<file path="src/rtl/gru_dot_mac.sv">
// Sequential fixed-point dot product (bias + sum x*w) with round-half-up and
// saturation to a Q(DATA_WIDTH-FRACT_WIDTH).FRACT_WIDTH word feeding the tanh stage.
module gru_dot_mac #(
  parameter int DATA_WIDTH  = 16,
  parameter int FRACT_WIDTH = 8,
  parameter int N_TERMS     = 24,
  parameter int ACC_WIDTH   = 40
) (
  input  logic                  clk,
  input  logic                  rst,
  input  logic                  in_valid,
  output logic                  in_ready,
  input  logic [DATA_WIDTH-1:0] x,
  input  logic [DATA_WIDTH-1:0] w,
  input  logic [DATA_WIDTH-1:0] bias,
  output logic                  out_valid,
  input  logic                  out_ready,
  output logic [DATA_WIDTH-1:0] y,
  output logic                  busy,
  output logic [1:0]            state_dbg
);

  // Handshakes: a transfer happens on a rising clk edge where valid & ready are
  // both high; valid, once raised, holds its data stable until that edge, and
  // ready never depends combinationally on the partner's valid.

  localparam int CNT_W = (N_TERMS < 2) ? 1 : $clog2(N_TERMS + 1);

  localparam logic signed [ACC_WIDTH-1:0] MAX_Y =
    {{(ACC_WIDTH-DATA_WIDTH+1){1'b0}}, {(DATA_WIDTH-1){1'b1}}};
  localparam logic signed [ACC_WIDTH-1:0] MIN_Y =
    {{(ACC_WIDTH-DATA_WIDTH+1){1'b1}}, {(DATA_WIDTH-1){1'b0}}};
  localparam logic signed [ACC_WIDTH-1:0] HALF =
    ACC_WIDTH'(1) << (FRACT_WIDTH - 1);

  if (ACC_WIDTH < 2*DATA_WIDTH + $clog2(N_TERMS) + 1) begin : g_acc_width_check
    $error("gru_dot_mac: ACC_WIDTH too small for N_TERMS full-precision products");
  end

  typedef enum logic [1:0] {
    S_IDLE  = 2'd0,
    S_ACC   = 2'd1,
    S_FINAL = 2'd2,
    S_OUT   = 2'd3
  } state_t;

  state_t                        state;
  logic signed [ACC_WIDTH-1:0]   acc;
  logic [CNT_W-1:0]              cnt;
  logic                          accept;
  logic signed [2*DATA_WIDTH-1:0] prod;
  logic signed [ACC_WIDTH-1:0]   prod_ext;
  logic signed [ACC_WIDTH-1:0]   bias_sh;
  logic signed [ACC_WIDTH-1:0]   rnd;
  logic signed [ACC_WIDTH-1:0]   r;
  logic [DATA_WIDTH-1:0]         y_sat;

  assign accept    = in_valid & in_ready;
  assign prod      = $signed(x) * $signed(w);
  assign prod_ext  = {{(ACC_WIDTH-2*DATA_WIDTH){prod[2*DATA_WIDTH-1]}}, prod};
  // Bias is Q8.8; align it to the Q16.16 product scale.
  assign bias_sh   = {{(ACC_WIDTH-DATA_WIDTH-FRACT_WIDTH){bias[DATA_WIDTH-1]}},
                      bias, {FRACT_WIDTH{1'b0}}};
  assign rnd       = acc + HALF;
  assign r         = rnd >>> FRACT_WIDTH;
  assign state_dbg = state;

  always_comb begin
    y_sat = r[DATA_WIDTH-1:0];
    if (r > MAX_Y)      y_sat = MAX_Y[DATA_WIDTH-1:0];
    else if (r < MIN_Y) y_sat = MIN_Y[DATA_WIDTH-1:0];
  end

  always_ff @(posedge clk or posedge rst) begin
    if (rst) begin
      state     <= S_IDLE;
      acc       <= '0;
      cnt       <= '0;
      in_ready  <= 1'b1;
      out_valid <= 1'b0;
      y         <= '0;
      busy      <= 1'b0;
    end else begin
      case (state)
        S_IDLE: begin
          if (accept) begin
            acc  <= bias_sh + prod_ext;
            cnt  <= CNT_W'(1);
            busy <= 1'b1;
            if (N_TERMS == 1) begin
              state    <= S_FINAL;
              in_ready <= 1'b0;
            end else begin
              state <= S_ACC;
            end
          end
        end
        S_ACC: begin
          if (accept) begin
            acc <= acc + prod_ext;
            cnt <= cnt + CNT_W'(1);
            if (cnt == CNT_W'(N_TERMS - 1)) begin
              state    <= S_FINAL;
              in_ready <= 1'b0;
            end
          end
        end
        S_FINAL: begin
          y         <= y_sat;
          out_valid <= 1'b1;
          state     <= S_OUT;
        end
        S_OUT: begin
          // in_ready returns only after the handshake edge: no same-cycle restart.
          if (out_ready) begin
            out_valid <= 1'b0;
            busy      <= 1'b0;
            acc       <= '0;
            cnt       <= '0;
            in_ready  <= 1'b1;
            state     <= S_IDLE;
          end
        end
        default: begin
          state    <= S_IDLE;
          in_ready <= 1'b1;
        end
      endcase
    end
  end

endmodule

</file>
<file path="config.mk">
export PLATFORM = sky130hd
export DESIGN_NAME = gru_dot_mac
export DESIGN_NICKNAME = d
export VERILOG_FILES = /design/src/rtl/gru_dot_mac.sv
export SDC_FILE = /design/constraint.sdc
export NUM_CORES = 1
export LEC_CHECK = 0
export ABC_CLOCK_PERIOD_IN_PS = 3300
export CAP_MARGIN = 15
export CORE_UTILIZATION = 63
export DETAILED_ROUTE_END_ITERATION = 12
export PLACE_DENSITY = 0.82
export SYNTH_ARGS = -nofsm -noshare
export SYNTH_HDL_FRONTEND = slang
export SYNTH_SLANG_ARGS = --single-unit
</file>
<file path="constraint.sdc">
create_clock -name clk -period 3.3 [get_ports clk]
set_input_delay 0.33 -clock clk [delete_from_list [all_inputs] [get_ports clk]]
set_output_delay 0.33 -clock clk [all_outputs]
set_load 0.005 [all_outputs]
</file>
==> summary.md, run 1 <==
| Metric | Value |
|---|---|
| Synth Flop Type | dfrtp_1 |
| HPWL after detailed placement | approximately 39 mm |
| Average size of a mapped cell | between 8 and 9 µm² |
| Max clock buf depth | 2 |
| Initial Util | 0.6507 |
| Synth cell types | a little under 80 |
| Sequential area share after synthesis | 0.09973 |
| Hold Buf Count CTS | 0 |
| WEP type | sequential cell input |
| Post-synth EDFFs | 0 |
| Worst_ep grt | acc[35]$_DFFE_PP0P_/D |
| Sink Count | 66 |
| #FFs+latches synth | 66 |
| Die height | around 160 µm |
| Largest net degree at the start of global routing | 38 |
| Mapped Cells | approximately 1,900 |
| Clk root buf | clkbuf_16 |
| Post-synth top area cell | fa_1 |
| Port bufs | 72 |
| Synth top area share | 0.3189 |
| Synth top area cells | fa_1 (32%), ha_1 (12%), dfrtp_1 (9.8%) |
| Post-Syn Nets | approximately 2,400 |
| Cell Area, Synth | 16,570 µm² |
| Status | stopped before the end |
| Ys Warns | 0 |
| Error | [ERROR GRT-0232] Routing congestion too high. Check the congestion heatmap in the GUI. |
| TritonCTS buffer count | 9 |
| Ports | 73 |
| GPL Wtd Cong | about 0.93 |
| Tot GR Track Use | 0.8073 |
| Die W | 164.2 µm |
| Failing step | global routing (5_1_grt) |
| GRT Residual Overflow | between 100 and 150 |
| Placed inst area | approximately 21,000 µm² |
| # H-tree levels | 3 |
| Asr flop ratio synth | 1.000 |
| Site Rows | just under 60 |
## per-stage QoR
| step | instances | setup WS, ns |
|---|---|---|
| floorplan | 1919 | -3.944 |
| global placement | 2614 | -4.900 |
| detailed placement | 2614 | -5.202 |
| CTS | 2691 | -4.202 |
## kinds of logic after synthesis
family	count (synthesis)	share of synthesized area
buf+inv	407	0.09271
mux	7	0.004605
compound gates	322	0.1345
fa+ha+maj	417	0.4344
simple gates	595	0.1785
flops	66	0.09973
xor+xnor	105	0.05549
## timing repair
action / in CTS
resized for setup: 404
setup buffers: 64
setup endpoints to repair: 37
pin swaps: 237
## cell usage after synthesis (8+ instances only)
library cell,number
nor3_1,23
a21o_1,39
o21bai_1,16
and3_1,10
o22a_1,15
nand4_1,14
clkbuf_1,52
inv_1,350
o21a_1,16
nand2_1,182
xnor2_1,72
nor2b_1,8
nor2_1,135
fa_1,264
a221oi_1,24
a31oi_1,11
dfrtp_1,65
a21oi_1,82
and2_1,133
o21ai_0,49
nand2b_1,13
xor2_1,33
nand3_1,36
ha_1,153
## routing by layer
| metal | GRT usage | overflow |
|---|---|---|
| met5 | 0.5227 | 0 |
| met4 | 0.8098 | 42 |
| met3 | 0.6929 | 1 |
| met2 | 0.9536 | 62 |
| met1 | 0.7796 | 1 |
==> run 2: changes to the inputs <==
--- a/config.mk
+++ b/config.mk
@@ -7,9 +7,9 @@
 export LEC_CHECK = 0
 export ABC_CLOCK_PERIOD_IN_PS = 3300
 export CAP_MARGIN = 15
-export CORE_UTILIZATION = 63
+export CORE_UTILIZATION = 40
 export DETAILED_ROUTE_END_ITERATION = 12
-export PLACE_DENSITY = 0.82
+export PLACE_DENSITY_LB_ADDON = 0.15
 export SYNTH_ARGS = -nofsm -noshare
 export SYNTH_HDL_FRONTEND = slang
 export SYNTH_SLANG_ARGS = --single-unit
==> run 2 against run 1 <==
Compared with the run above: the flow now finishes, with violations (negative setup slack); area after synthesis is the same; synthesized cell count did not move.
==> summary.md, run 2 <==
| Metric | Value |
|---|---|
| Hold Path Class | input pin to async pin |
| Post-detailed-routing wire length | between 40 and 50 mm |
| Top flop regs | acc (40), y (16), cnt (5) |
| Die height | 205.6 µm (+25%) |
| Diode count | 0 |
| Leading cell type in the layout, fill and taps excluded | buf_4 |
| Post-Syn Nets | 2,388 (unchanged) |
| Post-synth top area cell | fa_1 |
| Count of final setup violators | 36 |
| Crit path DAT | 7.72 ns |
| Core Area | between 40,000 and 50,000 µm² |
| Max clock buf depth | 2 (unchanged) |
| Count leader, synth | inv_1 |
| Fin crit share | 2.272 |
| Post-synth EDFFs | 0 (unchanged) |
| Crit path max fanout | 3 |
| First-pass iteration count of the detailed router | 7 |
| Reg clk slew, reported paths | ~0.060 ns |
| Asr flop ratio synth | 1.000 (unchanged) |
| Net count, final | between 2,000 and 3,000 |
| Initial DRC Count | 682 |
| Worst Tran Pin Value | approximately 0.73 ns |
| Sink Count | 66 (unchanged) |
| Worst relative slew slack | 0.5132 |
| Synth cell types | 79 (unchanged) |
| Port bufs | 72 (unchanged) |
| CP dominant cell by count | fa_1 |
| GRT Residual Overflow | 0 |
| Highest-count cells in the layout ignoring fill and taps | buf_4 (380), inv_1 (303), fa_1 (243) |
| Largest Register | acc |
| CP Capture Type | flop |
| Worst path required time | 3.52 ns |
| Number of flip-flops in the largest register | 40 |
| Final WS setup | -4.198 ns |
| Synth top area cells | fa_1 (32%), ha_1 (12%), dfrtp_1 (9.8%) |
| Final worst path period need | between 7 and 8 ns |
| Vias per cell | a little over 5 |
| Clk root buf | clkbuf_16 |
| Final Max Tran Viols | 0 |
| Final worst clock skew | around 0.013 ns |
| WL per Instance | ~16 µm |
| GPL Wtd Cong | 0.8670 (-7.1%) |
| R2R setup slack | ~0.13 ns |
| First-pass GRT wire length | between 70 and 80 mm |
| Crit-path slowest cell | fa_1 |
| TritonCTS buffer count | 9 (unchanged) |
| Post-synth top cells | inv_1 (350), fa_1 (264), nand2_1 (182) |
| Max Cap Viol | 0 |
| Worst-skew pair later-pin latency | approximately 0.34 ns |
| Post-route ant nets | 0 |
| Unrepaired setup endpoints after global routing | yes |
| Share of post-route cells with drive strength above 1 | 0.3796 |
| Synth Flop Type | dfrtp_1 |
| Initial antenna violation count | 0 |
| Tot GR Track Use | 0.2318 |
| Final Non-Filler Cells | slightly below 3,000 |
| Cell Area, Synth | 16,570 µm² (unchanged) |
| Mapped Cells | 1,919 (unchanged) |
| Die W | 205.6 µm (+25%) |
| Total negative setup slack | -120.45 ns |
| Fillers | about 3,500 |
| Vias in the first global route | ~16,000 |
| F_max | between 0.1 and 0.15 GHz |
| Status | finished with violations |
| Ys Warns | 0 (unchanged) |
| Total number of vias | around 15,000 |
| DRC violation count after routing | 0 |
| Die area | around 42,000 µm² |
| Ports | 73 (unchanged) |
| Startpoint types | input pin |
| Largest net degree at the start of global routing | between 60 and 70 |
| Area grow syn2layout | 47.43% |
| Cells after DPL | 2,849 (+9.0%) |
| Worst Path Class, Setup | input pin to flop |
| Average size of a mapped cell | 8.636 µm² (unchanged) |
| Sequential area share after synthesis | 0.09973 (unchanged) |
| CTS tree | done |
| Synth top area share | 0.3189 (unchanged) |
| HPWL after detailed placement | 37.21 mm (-3.5%) |
| Hold Violations, Final | 0 |
| #FFs+latches synth | 66 (unchanged) |
| Failing checks | negative setup slack |
| Initial Util | 0.4059 (-0.2448) |
| Slowest cell delay on critical path | roughly 0.57 ns |
| Site Rows | 74 (+28%) |
| # H-tree levels | 3 (unchanged) |
==> run 2: cell counts after synthesis <==
Identical to the previous run, type by type.
==> run 2: metrics by stage <==
stage	setup WS (ns)	hold WS (ns)	instance area (µm²)	utilization
2_1_floorplan	-3.944	0.4386	17530	-
3_3_place_gp	-4.986	0.4668	21480	0.5261
3_5_place_dp	-5.055	0.4711	21480	0.5261
4_1_cts	-4.172	0.4096	23430	0.5737
5_1_grt	-4.552	0.4666	24430	0.5984
6_report	-4.198	0.3823	24430	0.5984
==> run 2: what timing repair did <==
| action | 4_1_cts | 5_1_grt |
|---|---|---|
| cloned | 5 | 0 |
| pin swaps | 223 | 181 |
| setup buffers | 61 | 38 |
| endpoints found under the setup margin | 37 | 51 |
| hold buffers | 0 | 0 |
| resized for setup | 333 | 211 |
==> run 2: cell type report <==
class | count | area [µm²] | share of cell area
Clock buffer | 9 | 225.2 | 0.009217
Clock inverter | 7 | 101.3 | 0.004148
Sequential cell | 66 | 1653 | 0.06764
Inverter | 350 | 1321 | 0.05407
Timing Repair Buffer | 551 | 4770 | 0.1952
Multi-Input combinational cell | 1446 | 15700 | 0.6425
Tap cell | 532 | 665.6 | 0.02724
==> run 2: worst paths after layout <==
check | startpoint | end | cells past startpoint
worst max-delay path | x[5] | acc[37] | 35
worst min-delay path | rst | y[0] | 3
worst max register to register | acc[0] | acc[37] | 13
worst min register to register | cnt[4] | cnt[4] | 1
max in group asynchronous | rst | in_ready | 3
min in group clk | cnt[4] | cnt[4] | 1
==> run 2: per-layer routing <==
metal / vias to the layer above / track usage / wire, µm
met4: 0 / 0.04153 / 735
met1: 7521 / 0.2960 / 20610
li1: 7182 / - / -
met5: - / 0 / 0
met3: 59 / 0.02518 / 1567
met2: 247 / 0.4223 / 24260
==> run 2: worst max-delay path, delay by kind of cell <==
kind	cells	cell delay, ns
and+or+nand+nor	3	0.39
AOI/OAI and AO/OA	13	2.28
adders and majority gates	8	3.57
xor gates and xnor gates	1	0.14
buffers and inverters	9	0.86
muxes	1	0.15
==> run 2: logic make-up (layout without fill, tap and decap cells) <==
group | Yosys count | in the layout | synth area share
AO/OA/AOI/OAI | 322 | 322 | 0.1345
XOR/XNOR | 105 | 105 | 0.05549
flip-flops | 66 | 66 | 0.09973
AND/OR/NAND/NOR | 595 | 595 | 0.1785
buffers and inverters | 407 | 917 | 0.09271
adder cells (fa/ha/maj) | 417 | 417 | 0.4344
multiplexers | 7 | 7 | 0.004605
Power of run 2 is not shown: default switching activity piles up to over one toggle a cycle in this logic, so the estimate is an artifact.
